$ cat config.mk
export PLATFORM = sky130hd
export DESIGN_NAME = btn_op_selector_flat
export DESIGN_NICKNAME = d
export VERILOG_FILES = /design/src/rtl/btn_op_selector_if.sv /design/src/rtl/btn_op_selector.sv /design/src/flat_wrapper.sv
export SDC_FILE = /design/constraint.sdc
export NUM_CORES = 1
export LEC_CHECK = 0
export CAP_MARGIN = 20
export CORE_MARGIN = 2
export CORE_UTILIZATION = 36
export DETAILED_ROUTE_END_ITERATION = 8
export SKIP_LAST_GASP = 1
export SLEW_MARGIN = 15
export SYNTH_ARGS = -nofsm -noshare
export SYNTH_HDL_FRONTEND = slang
export SYNTH_SLANG_ARGS = --single-unit
$ cat constraint.sdc
create_clock -name clk -period 2.5 [get_ports clk]
set_input_delay 0.375 -clock clk [delete_from_list [all_inputs] [get_ports clk]]
set_output_delay 0.375 -clock clk [all_outputs]
set_load 0.005 [all_outputs]
$ cat src/rtl/btn_op_selector_if.sv
// btn_op_selector_if: raw button inputs and op-select outputs between a button panel and the selector
interface btn_op_selector_if #(
    parameter int OP_W = 3
);
    logic btn_up;
    logic btn_down;
    logic [OP_W-1:0] op_sel;
    logic up_pulse;
    logic down_pulse;
    logic op_changed;
    modport master (
        output btn_up, btn_down,
        input  op_sel, up_pulse, down_pulse, op_changed
    );
    modport slave (
        input  btn_up, btn_down,
        output op_sel, up_pulse, down_pulse, op_changed
    );
endinterface

$ cat src/rtl/btn_op_selector.sv
// btn_op_selector: synchronizes and debounces up/down buttons, steering a saturating or wrapping op select
module btn_op_selector #(
    parameter int DEBOUNCE_CYCLES = 4,
    parameter int OP_W = 3,
    parameter int RESET_OP = 0,
    parameter int WRAP = 0
) (
    input logic clk,
    input logic rst,
    btn_op_selector_if.slave bus
);
    localparam int CW = $clog2(DEBOUNCE_CYCLES) + 1;
    localparam logic [CW-1:0] CNT_LAST = CW'(DEBOUNCE_CYCLES - 1);
    localparam logic [OP_W-1:0] OP_MAX = '1;
    logic [1:0] sync1;
    logic [1:0] sync2;
    logic [1:0] stable;
    logic [1:0] rise;
    logic [CW-1:0] cnt [2];
    logic up_only;
    logic down_only;
    logic [OP_W-1:0] op_nxt;
    // Bit 0 is the up button, bit 1 the down button; rise marks an accepted 0->1 press.
    always_comb begin
        rise = '0;
        for (int i = 0; i < 2; i++)
            rise[i] = sync2[i] && !stable[i] && cnt[i] == CNT_LAST;
        up_only = rise[0] && !rise[1];
        down_only = rise[1] && !rise[0];
        op_nxt = up_only ? ((bus.op_sel == OP_MAX && WRAP == 0) ? bus.op_sel : bus.op_sel + 1'b1) :
                 down_only ? ((bus.op_sel == '0 && WRAP == 0) ? bus.op_sel : bus.op_sel - 1'b1) :
                 bus.op_sel;
    end
    always_ff @(posedge clk) begin
        if (rst) begin
            sync1 <= '0;
            sync2 <= '0;
            stable <= '0;
            cnt[0] <= '0;
            cnt[1] <= '0;
            bus.op_sel <= OP_W'(RESET_OP);
            bus.up_pulse <= 1'b0;
            bus.down_pulse <= 1'b0;
            bus.op_changed <= 1'b0;
        end else begin
            sync1 <= {bus.btn_down, bus.btn_up};
            sync2 <= sync1;
            for (int i = 0; i < 2; i++) begin
                cnt[i] <= (sync2[i] == stable[i] || cnt[i] == CNT_LAST) ? '0 : cnt[i] + 1'b1;
                if (sync2[i] != stable[i] && cnt[i] == CNT_LAST)
                    stable[i] <= sync2[i];
            end
            bus.up_pulse <= rise[0];
            bus.down_pulse <= rise[1];
            bus.op_sel <= op_nxt;
            bus.op_changed <= op_nxt != bus.op_sel;
        end
    end
endmodule

$ cat src/flat_wrapper.sv
// flat-port wrapper written by rule: the top's interface ports become plain ports
module btn_op_selector_flat 
#(
    parameter int DEBOUNCE_CYCLES = 4,
    parameter int OP_W = 3,
    parameter int RESET_OP = 0,
    parameter int WRAP = 0
)
  (clk, rst, bus_btn_up, bus_btn_down, bus_op_sel, bus_up_pulse, bus_down_pulse, bus_op_changed);
  btn_op_selector_if #(.OP_W(OP_W)) bus_i ();
  input logic clk;
  input logic rst;
  input wire logic [$bits(bus_i.btn_up)-1:0] bus_btn_up;
  input wire logic [$bits(bus_i.btn_down)-1:0] bus_btn_down;
  output wire logic [$bits(bus_i.op_sel)-1:0] bus_op_sel;
  output wire logic [$bits(bus_i.up_pulse)-1:0] bus_up_pulse;
  output wire logic [$bits(bus_i.down_pulse)-1:0] bus_down_pulse;
  output wire logic [$bits(bus_i.op_changed)-1:0] bus_op_changed;
  assign bus_i.btn_up = bus_btn_up;
  assign bus_i.btn_down = bus_btn_down;
  assign bus_op_sel = bus_i.op_sel;
  assign bus_up_pulse = bus_i.up_pulse;
  assign bus_down_pulse = bus_i.down_pulse;
  assign bus_op_changed = bus_i.op_changed;
  btn_op_selector #(.DEBOUNCE_CYCLES(DEBOUNCE_CYCLES), .OP_W(OP_W), .RESET_OP(RESET_OP), .WRAP(WRAP)) u_core (.clk(clk), .rst(rst), .bus(bus_i));
endmodule
==> run metrics <==
Critical Path RT 2.65 ns; Power Total 442 µW; CP max-delay cell ha_1; CTS buffer count 3; most frequent cells in the layout dfxtp_1, ha_1, clkdlybuf4s50_1; Layout Nets 98; Synth-to-Final Area Change 15.4%; Final Cycle Share 66.3%; Crit Path Class flip-flop to flip-flop; commonest non-fill, non-tap cell in the layout dfxtp_1; WP buf/inv 0; Max Transition Viols Final 0; Final Skew 0.00476 ns; largest net degree at the start of global routing 19; Setup Buffers After CTS 0; remaining antenna violation count after routing 0; Root Buffer clkbuf_4; Clock Path Buffers 2; Yosys warning total 0; status finished, final reports clean; CP max stage delay 0.38 ns; DP HPWL 783 µm; worst hold path class flip-flop to flip-flop; Worst Setup End Kind flip-flop; 1st-pass router iterations 3; Synth Net Count 88; vias per cell 4.59; Post-CTS Resized 0; grt total ovfl 0; core footprint 2000 µm²; Critical Path Source Type flip-flop; Pleak 0.000375 µW; CP dominant cell by count ha_1; number of vias in the routed layout 505; H-tree depth 1; Rows 16; IO Port Bufs 9; Mapped Area 781 µm²; Async SR Flop Fraction 0%; CTS Sinks 18; final hold violation count 0; met2 wire len 480 µm; MaxCap Viol Count 0; Clk Latency, worst-skew pair 0.28 ns; DRC violations left 0; fin cells 110; total negative setup slack 0 ns; final setup violation count 0; Initial DRC Count 2; RSZ-0062 raised after global routing no; number of fill cells 198; Total Routing Usage GR 9.82%; Starting Density 39.0%; WL final 1050 µm; first-pass GRT wire length 1920 µm; Cell Chain, Critical Path ha_1 > ha_1 > nand2_4 > a221oi_2 > or3_1 > a21oi_1; IO Pins 10; met1 WL 515 µm; sequential-to-total area share from yosys stat 46.2%; gate count of the mapped netlist 75; pwr/cell area 491 nW/µm²; met3 wire length 43 µm; Die Ht 50.6 µm; vias in the first global route 473; worst endpoint data arrival time 1.81 ns; Slew @ Worst Pin 0.607 ns; Worst Path Max Fanout 8; Most used DFF post-synth dfxtp_1; syn avg cell area 10.4 µm²; RD Place Congestion 0.783; Synth Register Bits 18; cell count after placement 107; Top Layer Used met4; CTS tree yes; Worst-path clk slew 0.09 ns; VDD IR max 0.264 mV; post-route minimum period 1.66 ns; number of synthesized flops with an enable pin 0; slew margin rel. 59.4%; initial antenna violation count 0; wire per inst 9.57 µm; ant diodes 0; layout cell share with drive strength beyond 1 9.64%; die area 2560 µm²; Cell variety after synth 21; fmax 0.603 GHz; CTS Hold Bufs 0; die width 50.6 µm; crit-path leading delay family adder cells
routing by layer:
layer  GRT usage, %  vias up
met5              0        -
met4           5.41        0
met3           2.68        2
met2           14.9        8
met1           12.5      221
li1               -      274
worst paths after layout:
path,from,end,slack [ns],cells past startpoint
worst max register to register,u_core.cnt[0][0],u_core.bus.op_sel[0],0.84,6
worst min-delay path,u_core.cnt[0][0],u_core.cnt[0][0],0.43,1
worst max-delay path,u_core.cnt[0][0],u_core.bus.op_sel[0],0.84,6
worst min register to register,u_core.cnt[0][0],u_core.cnt[0][0],0.43,1
per-stage QoR:
stage	area, µm²	hold WS [ns]	utilization (%)	setup slack [ns]
detailed placement	878	0.421	43.9	0.844
global placement	878	0.412	43.9	0.889
finish	901	0.433	45.0	0.842
floorplan	781	0.399	-	1.03
global route	901	0.467	45.0	0.641
CTS	901	0.435	45.0	0.832
area by class of cell:
type	count	area [µm²]	area share (%)
timing repair buffer	9	90.1	10.0
tap	27	33.8	3.75
clock buffer	3	22.5	2.50
sequential	18	360	40.0
multi-input combinational	44	360	40.0
inverter	9	33.8	3.75
synth_stat cells, drive strengths merged, types with 4 or more instances:
cell,count,area share (%)
inv,9,4.3
nor2b,4,3.2
ha,9,14
a21oi,5,3.2
nor4,4,3.2
dfxtp,18,46
nor2,7,3.4
cells by family after synthesis:
| kind of cell | Yosys count | share of synthesized area, % |
|---|---|---|
| AO/OA/AOI/OAI | 11 | 11.9 |
| flip-flops | 18 | 46.2 |
| buffers and inverters | 13 | 7.69 |
| adder cells (fa/ha/maj) | 9 | 14.4 |
| multiplexers | 2 | 2.56 |
| AND/OR/NAND/NOR | 22 | 17.3 |
sequential cells by signal, summed over array words and instances, names as in the netlist:
register and flops:
u_core.cnt 6, u_core.bus.op_sel 3, u_core.stable 2, u_core.sync1 2
u_core.sync2 2, u_core.bus.down_pulse 1, u_core.bus.op_changed 1, u_core.bus.up_pulse 1
power breakdown:
part           leakage [µW]  switching, µW  total [µW]  internal (µW)
Clock             0.0000138           76.8         133           55.8
Combinational      0.000215           9.24        17.7           8.44
Sequential         0.000146           1.43         292            290
Total              0.000375           87.5         442            355
worst reg2reg max path: stages (launching register included):
cell and delay [ns]:
dfxtp_1 0.35, ha_1 0.15, ha_1 0.38, nand2_4 0.10, a221oi_2 0.34, or3_1 0.16, a21oi_1 0.05
Note: power is estimated with default switching activity, not from simulation.
==> edit: new RTL, same flow settings <==
Reset style: asynchronous (`rst`), changed in one clocked block.
--- a/src/rtl/btn_op_selector.sv
+++ b/src/rtl/btn_op_selector.sv
@@ -31,7 +31,7 @@
                  down_only ? ((bus.op_sel == '0 && WRAP == 0) ? bus.op_sel : bus.op_sel - 1'b1) :
                  bus.op_sel;
     end
-    always_ff @(posedge clk) begin
+    always_ff @(posedge clk or posedge rst) begin
         if (rst) begin
             sync1 <= '0;
             sync2 <= '0;
Function: differs if rst is asserted again (counterexample within 10 cycles, from zero or initial values and one cycle with rst high); with rst held inactive, the same outputs for 10 cycles.
==> edit against the unedited design <==
Wire length shrank 7.3%; design area grew 2.6%; count of clock-buffer cells in the layout is the same; sequential cell count is the same; area after synthesis grew 1.1%; critical path depth shrank 5; worst setup slack lost 0.0059 ns; critical endpoint is now bus_op_sel[2]; utilization grew 0.73 points; fmax shrank 0.36%; die area grew 1.0%.
Power is not compared: it rests on default switching activity, and its combinational part moved more than twofold at a synthesized area within 25%.
==> edit: results (changes against the unedited design) <==
Status -> finished clean
Slowest stage cell on the critical path -> clkdlybuf4s50_1
Slew of the pin with the lowest slew margin -> 0.6510 ns (+0.04390 ns)
Hold Path Sink -> u_core.sync2[1]
Initial drt markers -> 4 (+2)
Vias post-DR -> 457 (-9.5%)
Wire length on met1 -> 487 µm (-5.4%)
Hold depth -> 0 (-1)
Dominant delay contributor by cell family on the critical path -> buffers and inverters
Met2 usage -> 0.1382 (-0.01096)
Critical R2R Launch -> u_core.cnt[0]
Post-synthesis cell type count -> 19 (-9.5%)
Grt total ovfl -> 0 (unchanged)
R2r endpoint -> u_core.bus.op_sel[0]
Net count, final -> 90 (-8.2%)
FF-to-FF setup slack -> 0.87 ns (+0.03 ns)
Synth top area cells -> dfrtp_1 57%, ha_1 14%, inv_1 4.8%, a211oi_4 2.5%, nor3_1 2.5%
First-pass GRT wire length -> 1911 µm (-0.36%)
Routed wire per std cell -> 9.569 µm (about the same)
M1 GR Usage -> 0.1396 (+0.01435)
Worst hold start -> u_core.sync1[1]
Post-synth top cells -> 18 x dfrtp_1, 10 x inv_1, 9 x ha_1
CP Data Arrival Time -> 1.29 ns (-0.52 ns)
Async S/R FF share, synth -> 1.000 (+1.000)
CP max stage delay -> 0.54 ns (+0.16 ns)
Filler cells -> 191 (-3.5%)
RePlAce Congestion -> 0.6499 (-17%)
Met3 Routed Length -> 55 µm (+28%)
Mapped Nets -> 77 (-13%)
Post-synthesis sequential area ratio -> 0.5705 (+0.1090)
Worst vdd ir -> 0.0004971 V
Met3 GRT Util -> 0.06140 (+0.03462)
Share of cells above drive strength 1 -> 0.1200 (+0.02361)
Vias in the first global route -> 438 (-7.4%)
Yosys warns -> 0 (unchanged)
Clock Latency Late Sink -> 0.29 ns
Worst Skew -> 0.006350 ns (+0.001593 ns)
Dpl hpwl -> 769.8 µm (-1.7%)
WL met2 -> 422 µm (-12%)
CP Max Fanout -> 6 (-2)
edit: per-stage QoR:
stage	setup slack [ns]	area, µm²	power [mW]	instances	hold slack (ns)
after global routing	0.7301	924.6	0.9088	102	0.3644
after CTS	0.8179	924.6	0.8361	102	0.3618
after global placement	0.8815	902.1	0.6937	99	0.3381
final	0.8362	924.6	0.8206	102	0.3581
after floorplan	0.8913	789.5	0.6101	64	0.3136
after detailed placement	0.8848	902.1	0.6970	99	0.3405
edit: cells by family (layout without fill, tap and decap cells):
family,Yosys count,in the layout,synth area share
buf+inv,11,22,0.06181
compound gates,9,9,0.09826
simple gates,16,16,0.1157
xor+xnor,1,1,0.01110
flops,18,18,0.5705
fa+ha+maj,9,9,0.1426
edit: worst max-delay path by stage:
stage	start	endpoint	slack (ns)	depth (start not counted)
4_1_cts	u_core.bus.op_sel[2]	bus_op_sel[2]	0.82	1
2_1_floorplan	u_core.cnt[0]	u_core.bus.op_sel[0]	0.89	7
3_5_place_dp	u_core.cnt[0]	u_core.bus.op_sel[0]	0.88	6
6_report	u_core.bus.op_sel[2]	bus_op_sel[2]	0.84	1
5_1_grt	u_core.cnt[0]	u_core.bus.op_sel[0]	0.73	6
3_3_place_gp	u_core.cnt[0]	u_core.bus.op_sel[0]	0.88	6
edit: power by group:
part	total [mW]	internal [mW]	leakage, nW	switching, mW
registers	0.397	0.363	0.227	0.0337
logic	0.288	0.148	0.201	0.141
clock network	0.135	0.0559	0.0138	0.0795
total	0.821	0.567	0.442	0.254
edit: cell type report:
type | instances | area, µm² | area share
Clock buffer | 3 | 22.52 | 0.02436
Inverter | 10 | 37.54 | 0.04060
Multi-Input combinational cell | 35 | 290.3 | 0.3139
Sequential cell | 18 | 450.4 | 0.4871
Tap cell | 27 | 33.78 | 0.03654
Timing Repair Buffer | 9 | 90.09 | 0.09743
